--- src/rtl/frame_pkg.sv ---
// Shared types and constants for the frame packer and its helpers.
package frame_pkg;

  localparam int LEN_W  = 16;
  localparam int CNT_W  = 8;
  localparam int DATA_W = 32;

  localparam logic [15:0]       MAGIC        = 16'hA55A;
  localparam int                MAX_LEN_DEF  = 4096;
  localparam int                TIMEOUT_DEF  = 1024;
  localparam logic [DATA_W-1:0] PAD_WORD_DEF = 32'h0000_0000;

  // Header word 0: {magic, len}
  localparam int HDR0_MAGIC_LSB = 16;
  localparam int HDR0_LEN_LSB   = 0;
  // Header word 1: {frame_cnt, overrun_cnt, 7'b0, clamp}
  localparam int HDR1_FRAME_LSB = 16;
  localparam int HDR1_OVR_LSB   = 8;
  localparam int HDR1_CLAMP_BIT = 0;

  typedef enum logic [2:0] {
    S_IDLE    = 3'd0,
    S_HDR0    = 3'd1,
    S_HDR1    = 3'd2,
    S_PAYLOAD = 3'd3,
    S_PAD     = 3'd4,
    S_TRAILER = 3'd5
  } state_t;

  function automatic logic [DATA_W-1:0] hdr0_word(input logic [15:0]      magic,
                                                  input logic [LEN_W-1:0] len);
    logic [DATA_W-1:0] w;
    w = '0;
    w[HDR0_MAGIC_LSB +: 16]  = magic;
    w[HDR0_LEN_LSB +: LEN_W] = len;
    return w;
  endfunction

  function automatic logic [DATA_W-1:0] hdr1_word(input logic [LEN_W-1:0] frame,
                                                  input logic [CNT_W-1:0] ovr,
                                                  input logic             clamp);
    logic [DATA_W-1:0] w;
    w = '0;
    w[HDR1_FRAME_LSB +: LEN_W] = frame;
    w[HDR1_OVR_LSB +: CNT_W]   = ovr;
    w[HDR1_CLAMP_BIT]          = clamp;
    return w;
  endfunction

endpackage

--- src/rtl/frame_packer_sat_cnt8.sv ---
// Saturating event counter; holds at all-ones instead of wrapping.
module sat_cnt8
  import frame_pkg::*;
(
  input  logic             clk,
  input  logic             rst_n,
  input  logic             i_inc,
  output logic [CNT_W-1:0] o_cnt
);

  logic [CNT_W-1:0] r_cnt;

  // Count one per pulse of i_inc until the counter is full.
  always_ff @(posedge clk or negedge rst_n) begin
    if (!rst_n) begin
      r_cnt <= '0;
    end else if (i_inc && (r_cnt != '1)) begin
      r_cnt <= r_cnt + 1'b1;
    end
  end

  assign o_cnt = r_cnt;

endmodule

--- src/rtl/frame_packer.sv ---
// Frames each channel-buffer sync into: header0, header1, payload, checksum
// trailer, on a ready/valid output. Stalled payload is padded after a timeout.
//
// state     | meaning
// ----------+-----------------------------------------------------------
// S_IDLE    | waiting for a sync pulse
// S_HDR0    | presenting {MAGIC, len} with o_sop
// S_HDR1    | presenting {frame_cnt, overrun_cnt, 7'b0, clamp}
// S_PAYLOAD | upstream words pass straight through and are summed
// S_PAD     | upstream stalled too long; PAD_WORD fills the remaining length
// S_TRAILER | presenting the checksum with o_eop
module frame_packer
  import frame_pkg::*;
#(
  parameter int                MAX_LEN  = MAX_LEN_DEF,
  parameter logic [15:0]       MAGIC    = frame_pkg::MAGIC,
  parameter int                TIMEOUT  = TIMEOUT_DEF,
  parameter logic [DATA_W-1:0] PAD_WORD = PAD_WORD_DEF
) (
  input  logic              clk,
  input  logic              rst_n,
  input  logic              i_sync_pulse,
  input  logic [LEN_W-1:0]  i_data_len,
  input  logic [DATA_W-1:0] i_data,
  input  logic              i_valid,
  output logic              o_ready,
  output logic [DATA_W-1:0] o_data,
  output logic              o_valid,
  output logic              o_sop,
  output logic              o_eop,
  input  logic              i_ready,
  output logic              o_busy,
  output logic [LEN_W-1:0]  o_frame_cnt,
  output logic [CNT_W-1:0]  o_overrun_cnt,
  output logic [CNT_W-1:0]  o_timeout_cnt
);

  localparam int ST_W = $clog2(TIMEOUT + 1);
  localparam logic [LEN_W-1:0] MAX_LEN_V = LEN_W'(MAX_LEN);

  state_t            r_state;
  state_t            w_state_nxt;
  logic [LEN_W-1:0]  r_len;
  logic              r_clamp;
  logic [LEN_W-1:0]  r_cnt;
  logic [ST_W-1:0]   r_stall;
  logic [DATA_W-1:0] r_csum;
  logic [DATA_W-1:0] r_hold;
  logic [LEN_W-1:0]  r_frame_cnt;

  logic              w_accept;
  logic              w_drop;
  logic              w_out_xfer;
  logic              w_in_xfer;
  logic              w_stall_tick;
  logic              w_to_pad;
  logic              w_clamp;
  logic [LEN_W-1:0]  w_len_clamped;
  logic [LEN_W-1:0]  w_cnt_inc;
  logic [DATA_W-1:0] w_csum_data;
  logic [DATA_W-1:0] w_csum_pad;

  assign w_clamp       = (i_data_len > MAX_LEN_V);
  assign w_len_clamped = w_clamp ? MAX_LEN_V : i_data_len;
  assign w_cnt_inc     = r_cnt + 1'b1;
  assign w_csum_data   = r_csum + i_data;
  assign w_csum_pad    = r_csum + PAD_WORD;

  // A sync not taken as a new frame while busy is counted as an overrun.
  assign w_drop = i_sync_pulse && (r_state != S_IDLE) && !w_accept;

  assign o_busy      = (r_state != S_IDLE);
  assign o_frame_cnt = r_frame_cnt;
  // Payload passes through combinationally; everything else comes from r_hold.
  assign o_data      = (r_state == S_PAYLOAD) ? i_data : r_hold;

  sat_cnt8 u_overrun_cnt (
    .clk   (clk),
    .rst_n (rst_n),
    .i_inc (w_drop),
    .o_cnt (o_overrun_cnt)
  );

  sat_cnt8 u_timeout_cnt (
    .clk   (clk),
    .rst_n (rst_n),
    .i_inc (w_to_pad),
    .o_cnt (o_timeout_cnt)
  );

  // State register.
  always_ff @(posedge clk or negedge rst_n) begin
    if (!rst_n) begin
      r_state <= S_IDLE;
    end else begin
      r_state <= w_state_nxt;
    end
  end

  // Next-state decode and handshake outputs.
  always_comb begin
    w_state_nxt  = r_state;
    o_valid      = 1'b0;
    o_ready      = 1'b0;
    o_sop        = 1'b0;
    o_eop        = 1'b0;
    w_accept     = 1'b0;
    w_in_xfer    = 1'b0;
    w_stall_tick = 1'b0;
    w_to_pad     = 1'b0;
    case (r_state)
      S_IDLE: begin
        if (i_sync_pulse) begin
          w_accept    = 1'b1;
          w_state_nxt = S_HDR0;
        end
      end
      S_HDR0: begin
        o_valid = 1'b1;
        o_sop   = 1'b1;
        if (i_ready) w_state_nxt = S_HDR1;
      end
      S_HDR1: begin
        o_valid = 1'b1;
        if (i_ready) w_state_nxt = (r_len == '0) ? S_TRAILER : S_PAYLOAD;
      end
      S_PAYLOAD: begin
        o_valid      = i_valid;
        o_ready      = i_ready;
        w_in_xfer    = i_valid && i_ready;
        // Only cycles where downstream could have taken a word count as stall.
        w_stall_tick = !i_valid && i_ready;
        if (w_in_xfer && (w_cnt_inc == r_len)) begin
          w_state_nxt = S_TRAILER;
        end else if (w_stall_tick && (r_stall == ST_W'(TIMEOUT - 1))) begin
          w_state_nxt = S_PAD;
          w_to_pad    = 1'b1;
        end
      end
      S_PAD: begin
        o_valid = 1'b1;
        if (i_ready && (w_cnt_inc == r_len)) w_state_nxt = S_TRAILER;
      end
      S_TRAILER: begin
        o_valid = 1'b1;
        o_eop   = 1'b1;
        if (i_ready) begin
          // A sync on the trailer transfer starts the next frame without a bubble.
          if (i_sync_pulse) begin
            w_accept    = 1'b1;
            w_state_nxt = S_HDR0;
          end else begin
            w_state_nxt = S_IDLE;
          end
        end
      end
      default: w_state_nxt = S_IDLE;
    endcase
    w_out_xfer = o_valid && i_ready;
  end

  // Frame datapath: length latch, counters, checksum and the held output word.
  always_ff @(posedge clk or negedge rst_n) begin
    if (!rst_n) begin
      r_len       <= '0;
      r_clamp     <= 1'b0;
      r_cnt       <= '0;
      r_stall     <= '0;
      r_csum      <= '0;
      r_hold      <= '0;
      r_frame_cnt <= '0;
    end else if (w_accept) begin
      r_len       <= w_len_clamped;
      r_clamp     <= w_clamp;
      r_cnt       <= '0;
      r_stall     <= '0;
      r_csum      <= '0;
      r_hold      <= hdr0_word(MAGIC, w_len_clamped);
      r_frame_cnt <= r_frame_cnt + 1'b1;
    end else begin
      case (r_state)
        S_HDR0: begin
          // Snapshot taken here so later overruns cannot disturb a held header.
          if (w_out_xfer) r_hold <= hdr1_word(r_frame_cnt, o_overrun_cnt, r_clamp);
        end
        S_HDR1: begin
          if (w_out_xfer) r_hold <= r_csum;
        end
        S_PAYLOAD: begin
          if (w_in_xfer) begin
            r_csum  <= w_csum_data;
            r_cnt   <= w_cnt_inc;
            r_stall <= '0;
            if (w_state_nxt == S_TRAILER) r_hold <= w_csum_data;
          end else if (w_stall_tick) begin
            r_stall <= r_stall + 1'b1;
            if (w_to_pad) r_hold <= PAD_WORD;
          end
        end
        S_PAD: begin
          if (w_out_xfer) begin
            r_csum <= w_csum_pad;
            r_cnt  <= w_cnt_inc;
            if (w_state_nxt == S_TRAILER) r_hold <= w_csum_pad;
          end
        end
        S_TRAILER: begin
          if (w_out_xfer) r_hold <= '0;
        end
        default: ;
      endcase
    end
  end

endmodule

--- config.mk ---
export PLATFORM = sky130hd
export DESIGN_NAME = frame_packer
export DESIGN_NICKNAME = d
export VERILOG_FILES = /design/src/rtl/frame_pkg.sv /design/src/rtl/frame_packer_sat_cnt8.sv /design/src/rtl/frame_packer.sv
export SDC_FILE = /design/constraint.sdc
export NUM_CORES = 1
export LEC_CHECK = 0
export CORE_ASPECT_RATIO = 1.75
export CORE_MARGIN = 2
export CORE_UTILIZATION = 53
export CTS_BUF_LIST = sky130_fd_sc_hd__clkbuf_8
export CTS_CLUSTER_DIAMETER = 60
export DETAILED_ROUTE_END_ITERATION = 10
export PLACE_DENSITY = 0.79
export SLEW_MARGIN = 0
export SYNTH_ARGS = -nofsm -noshare
export SYNTH_HDL_FRONTEND = slang
export SYNTH_SLANG_ARGS = --single-unit
--- constraint.sdc ---
create_clock -name clk -period 2.76 [get_ports clk]
set_input_delay 0.552 -clock clk [delete_from_list [all_inputs] [get_ports clk]]
set_output_delay 0.552 -clock clk [all_outputs]
set_load 0.05 [all_outputs]
== Yosys cells after proc, flatten, opt, wreduce, memory -nomap -nowiden ==
Index checks and enable logic that the tools add are counted.
Word-level totals
  flip-flop bits (word level): 143
  input bits: 53
  logic and storage cells: 107
  output and inout port bits: 69
Cells by class
  equal/unequal tests: 19
  $add $sub $neg: 6
  mux-type cells: 46
  reductions and logical operators: 25
  order comparisons: 1
Operator list (number)
  $mux 32: 14
  $pmux 32 s5: 1
  $mux 16: 4
  $mux 11: 4
  $add 16x1->16 const B: 2
  $add 32x32->32: 1
  $pmux 16 s2: 1
  $mux 3: 8
  $ne 3x3->1 const B: 6
  $pmux 3 s6: 1
  $add 8x1->8 const B: 2
  $eq 16x16->1: 1
  $gt 16x13->1 const B: 1
  $logic_not 16->1: 1
  $ne 8x8->1 const B: 2
  $add 11x1->11 const B: 1
  $eq 11x10->1 const B: 1
  $mux 1: 11
  $logic_and 1x1->1: 10
  $eq 3x3->1 const B: 3
  $reduce_and 9->1: 1
  $reduce_bool 3->1: 3
  $ne 4x3->1 const B: 2
  $eq 3x2->1 const B: 2
  other kinds (10): 14

== Logic depth before layout (Yosys ltp) ==
  word-level depth: 11
  gate-level depth with buffers: 12
  gate-level depth less buffers: 11

== Modules after synthesis ==
From an unflattened synthesis, not the netlist that was laid out.
Second synthesis, totals
  cell total of the unflattened synthesis: 1115
  area total of the unflattened synthesis: 9504.1 sq um
By module, submodules not included
  frame_packer: instances 1, cells an instance 1047, area an instance 8688.3 sq um, sequential area each 3178.0 sq um
  sat_cnt8: instances 2, cells an instance 34, area an instance 407.9 sq um, sequential area each 200.2 sq um

== Worst setup path after synthesis ==
Ideal clock, no wire load.
  path kind: input -> register
  start: input i_data[0]
  end: register r_hold[18]
  data arrival time: 2.926 ns
  path slack: -0.291 ns
  buffers on the path: 0
  setup time: 0.125 ns
  stages: 11
  required time: 2.635 ns
  cell sequence: ha_1 fa_1 a211oi_1 o21a_1 nor2_1 or2_2 a21oi_1 nor2_1 o311ai_0 a21oi_1 mux2_4
On the way
  longest elaborated chain between the ends: 5
Ends and longest elaborated chain
  start, declared: line frame_packer.sv:24  | input logic [DATA_W-1:0] i_data,
  $add 32x32->32: line frame_packer.sv:66  | assign w_csum_data = r_csum + i_data;
  $mux 32: line frame_packer.sv:194  | if (w_state_nxt == S_TRAILER) r_hold <= w_csum_data;
  $mux 32: line frame_packer.sv:190  | if (w_in_xfer) begin
  $pmux 32 s5: line frame_packer.sv:181  | case (r_state)
  $mux 32: line frame_packer.sv:172  | end else if (w_accept) begin
  end signal, assigned: line frame_packer.sv:178  | r_hold <= hdr0_word(MAGIC, w_len_clamped);
  end signal, assigned: line frame_packer.sv:184  | if (w_out_xfer) r_hold <= hdr1_word(r_frame_cnt, o_overrun_cnt, r_clamp);
  end signal, assigned: line frame_packer.sv:194
  end, declared: line frame_packer.sv:48  | logic [DATA_W-1:0] r_hold;
Every way passes these cells. The select of a mux whose other input is x is not followed.
A chain may end at the register's enable or synchronous reset.

== Final worst setup path ==
  start: register r_cnt[1]
  end: register r_hold[23]
On the way
  longest elaborated chain between the ends: 8
  elaborated cells between the ends (all ways): 14
  those cells by class: add/sub (1); eq/ne (5); mux (5); reduce/logical (3)
Ends and longest elaborated chain
  start, declared: line frame_packer.sv:45  | logic [LEN_W-1:0] r_cnt;
  start signal, assigned: line frame_packer.sv:192  | r_cnt <= w_cnt_inc;
  start signal, assigned: line frame_packer.sv:203  | r_cnt <= w_cnt_inc;
  $add 16x1->16 *: line frame_packer.sv:65  | assign w_cnt_inc = r_cnt + 1'b1;
  $eq 16x16->1 *: line frame_packer.sv:133, frame_packer.sv:142
  $logic_and 1x1->1 (on tied branches): line frame_packer.sv:142, frame_packer.sv:133
  $mux 3 (on tied branches): line frame_packer.sv:142, frame_packer.sv:133
  $pmux 3 s6 *: line frame_packer.sv:111  | case (r_state)
  net w_state_nxt[0]: line frame_packer.sv:42  | state_t w_state_nxt;
  $eq 3x3->1 *: line frame_packer.sv:194, frame_packer.sv:204
  $ne 4x3->1 (no source line) / $ne 3x3->1 (equally long branches)
  $reduce_and 9->1 (no source line) *
  end signal, assigned: line frame_packer.sv:187  | if (w_out_xfer) r_hold <= r_csum;
  end signal, assigned: line frame_packer.sv:194
  end signal, assigned: line frame_packer.sv:204  | if (w_state_nxt == S_TRAILER) r_hold <= w_csum_pad;
Mark *: on every way through the listed nets, which the timed path passes. The rest lies on a longest branch.

==> metrics.yaml <==
antenna_found_initial: 0
pwr-share-seq: 0.204
cts_tree: "done"
vias: 10400
nFillCells: 1257
io_pins: 122
synth_flop_cell: "dfrtp_1"
yosysTopAreaCell: "dfrtp_1"
syn_area_sq_mm: 0.00982
p_leak_nw: 6.56
setup_ws_ns: -0.125
critPathLaunch: "r_cnt[1]"
peakVddDrop_mv: 0.923
final_hold_viol_count: 0
synth.distinct_cells: 88
design_area_sq_mm: 0.0138
grt_pass1_wl_microns: 51300
die_h_microns: 184
combPwrFrac: 0.676
dieArea_sq_mm: 0.0197
drt_first_pass_iters: 5
gp_congestion: 0.953
syn2layout_area_growth_pct: 40.7
status: "finished with violations"
violations: "setup timing"
drtAntennaViolNets: 0
grt_pass1_vias: 10300
clkLatencyLatePin_ns: 0.48
clock_power_share: 0.120
dpl.hpwl_microns: 23600
whs_ns: 0.512
power.density_mw_per_mm2: 1150
cts_htree_levels: 4
p_switching_w: 0.00763
row_count: 65
cp.arrival_ns: 3.25
via_per_inst: 6.12
min_period_over_period: 1.05
overflow: 0
clkTransAtPathRegs_ns: 0.08
antennaDiodeCount: 0
crit_fanout: 10
drv_cap: 0
r2r_start: "r_cnt[1]"
placed_cells: 1641
grt_max_degree: 53
clockBufferDepth: 2
worstMarginPinSlew_ns: 0.799
synth_top_area_share: 0.364
p_sw_frac: 0.478
setup.worst_path.start_class: "flip-flop"
post-route-drc-count: 0
drt_iter0_markers: 880
yosysSeqAreaShare: 0.364
clock_sinks: 143
numCtsBuffers: 17
fin_crit_ns: 2.89
yosys-top-cells-area: "dfrtp_1 36%, nand2_1 8.6%, ha_1 4.8%"
track_usage: 0.332
cp.required_ns: 3.12
drv_slew: 0
cts_root_buf: "clkbuf_8"
final_net_count: 1545
synth_seq_cells: 143
final_util: 0.762
skew_ns: 0.0172
fmax_ghz: 0.347
synth_cells: 1148
synth_edf_count: 0
grt_setup_unrepaired: "true"
relSlewSlack: 0.466
synth_nets: 1240
port_buffers: 121
path_class: "reg2reg"
synthTopCellsByCount: "224 x nand2_1, 143 x dfrtp_1, 91 x o21ai_0, 72 x a21oi_1, 69 x nor2_1"
post-synth-top-count-cell: "nand2_1"
hp-start: "r_hold[13]"
finalSetupViolations: 31
async_reset_ff_frac: 1.00
avgSynthCellArea_sq_um: 8.55
min_path_type: "reg2reg"
instances_no_fill: 1700
wire_per_inst_microns: 19.5
p_int_w: 0.00832
wirelength_microns: 33100
initial_utilization: 0.541
dpl_cell_area_sq_mm: 0.0125
drive_gt1_frac: 0.295
critPathCaptureType: "flip-flop"
coreArea_sq_mm: 0.0181
fp.dieW_microns: 107
yosys_warnings: 0
power by group through the flow:
stage / Sequential (W) / Clock (W) / Combinational (W)
2_1_floorplan: 0.00334 / 0 / 0.00598
3_3_place_gp: 0.00320 / 0 / 0.00942
3_5_place_dp: 0.00321 / 0 / 0.00955
4_1_cts: 0.00320 / 0.00193 / 0.0101
5_1_grt: 0.00331 / 0.00202 / 0.0115
6_report: 0.00326 / 0.00191 / 0.0108
repair_timing:
action                                  CTS  global route
gates cloned                              1             0
hold buffers                              1             0
resized for setup                        45            90
hold endpoints to repair                 12             0
pin swaps                                16            45
endpoints found under the setup margin   40            65
buffers inserted                         11            17
final cells by class:
class	count	area, sq um	share of cell area
clock buffers	17	234	0.0169
clock inverters	15	210	0.0152
inverters	21	78.8	0.00570
multi-input cells	926	6450	0.467
flip-flops and latches	143	3580	0.259
well taps	234	293	0.0212
repair buffers	344	2970	0.215
cell families (layout without fill, tap and decap cells):
family	after synthesis	in the layout	share of synthesized area
DFF	143	143	0.364
AOI/OAI and AO/OA	307	307	0.202
and+or+nand+nor	485	485	0.242
adders and majority gates	39	39	0.0505
muxes	31	31	0.0404
buffers and inverters	79	397	0.0431
xor gates and xnor gates	64	64	0.0578
critical path, cell delays in order, from the launching register on:
cell and delay (ns):
dfrtp_1 0.40, ha_4 0.19, buf_6 0.11, nand3_2 0.08, or3_4 0.36, xnor2_2 0.19
o211ai_1 0.23, nor3_1 0.26, a31o_2 0.23, a21oi_4 0.09, nor2_8 0.15, buf_12 0.17
mux2_4 0.31
stage by stage:
stage	setup WS (ns)	setup TNS [ns]	power, W
5_1_grt	-0.237	-6.69	0.0168
2_1_floorplan	-0.130	-2.07	0.00932
3_5_place_dp	-0.955	-31.00	0.0128
4_1_cts	-0.191	-2.71	0.0153
3_3_place_gp	-0.937	-29.63	0.0126
6_report	-0.125	-2.98	0.0160
path summary, 6_finish.rpt:
check / endpoint / slack (ns) / depth (start not counted)
max: r_hold[23] / -0.13 / 12
min: r_hold[13] / 0.51 / 2
max reg2reg: r_hold[23] / -0.13 / 12
min reg2reg: r_hold[13] / 0.51 / 2
max in group asynchronous: r_csum[8] / 1.45 / 3
min in group asynchronous: r_hold[28] / 0.55 / 2
cell usage in the layout, fill, tap and decap left out, types with 12 or more instances in the layout:
| cell type | count |
|---|---|
| mux2_4 | 22 |
| nand2b_1 | 16 |
| xor2_1 | 19 |
| xnor2_1 | 40 |
| clkdlybuf4s50_1 | 74 |
| nand3_1 | 32 |
| a21o_1 | 22 |
| nand4_1 | 19 |
| ha_1 | 24 |
| o21ai_0 | 79 |
| a21oi_1 | 59 |
| nand2_1 | 222 |
| buf_4 | 241 |
| nor3_1 | 21 |
| and3_1 | 18 |
| clkbuf_8 | 17 |
| nor2_1 | 66 |
| dfrtp_1 | 139 |
| inv_1 | 18 |
| o21ai_1 | 12 |
| a31oi_1 | 12 |
per-layer routing:
layer,up-vias,wire (microns),GRT usage,share of wire
met5,-,0,0,0
met4,0,1770,0.178,0.053
met3,155,1770,0.0464,0.053
met2,468,17200,0.593,0.52
met1,5046,12400,0.377,0.38
li1,4743,-,-,-
sequential cells by signal, indices dropped and copies added (netlist names):
register and count:
u_timeout_cnt.o_cnt 8, o_frame_cnt 16, r_cnt 16, r_csum 32, r_clamp 1, u_overrun_cnt.o_cnt 8, r_state 3, r_len 16
r_stall 11, r_hold 32
No activity file was read; power rests on OpenSTA's default activity.
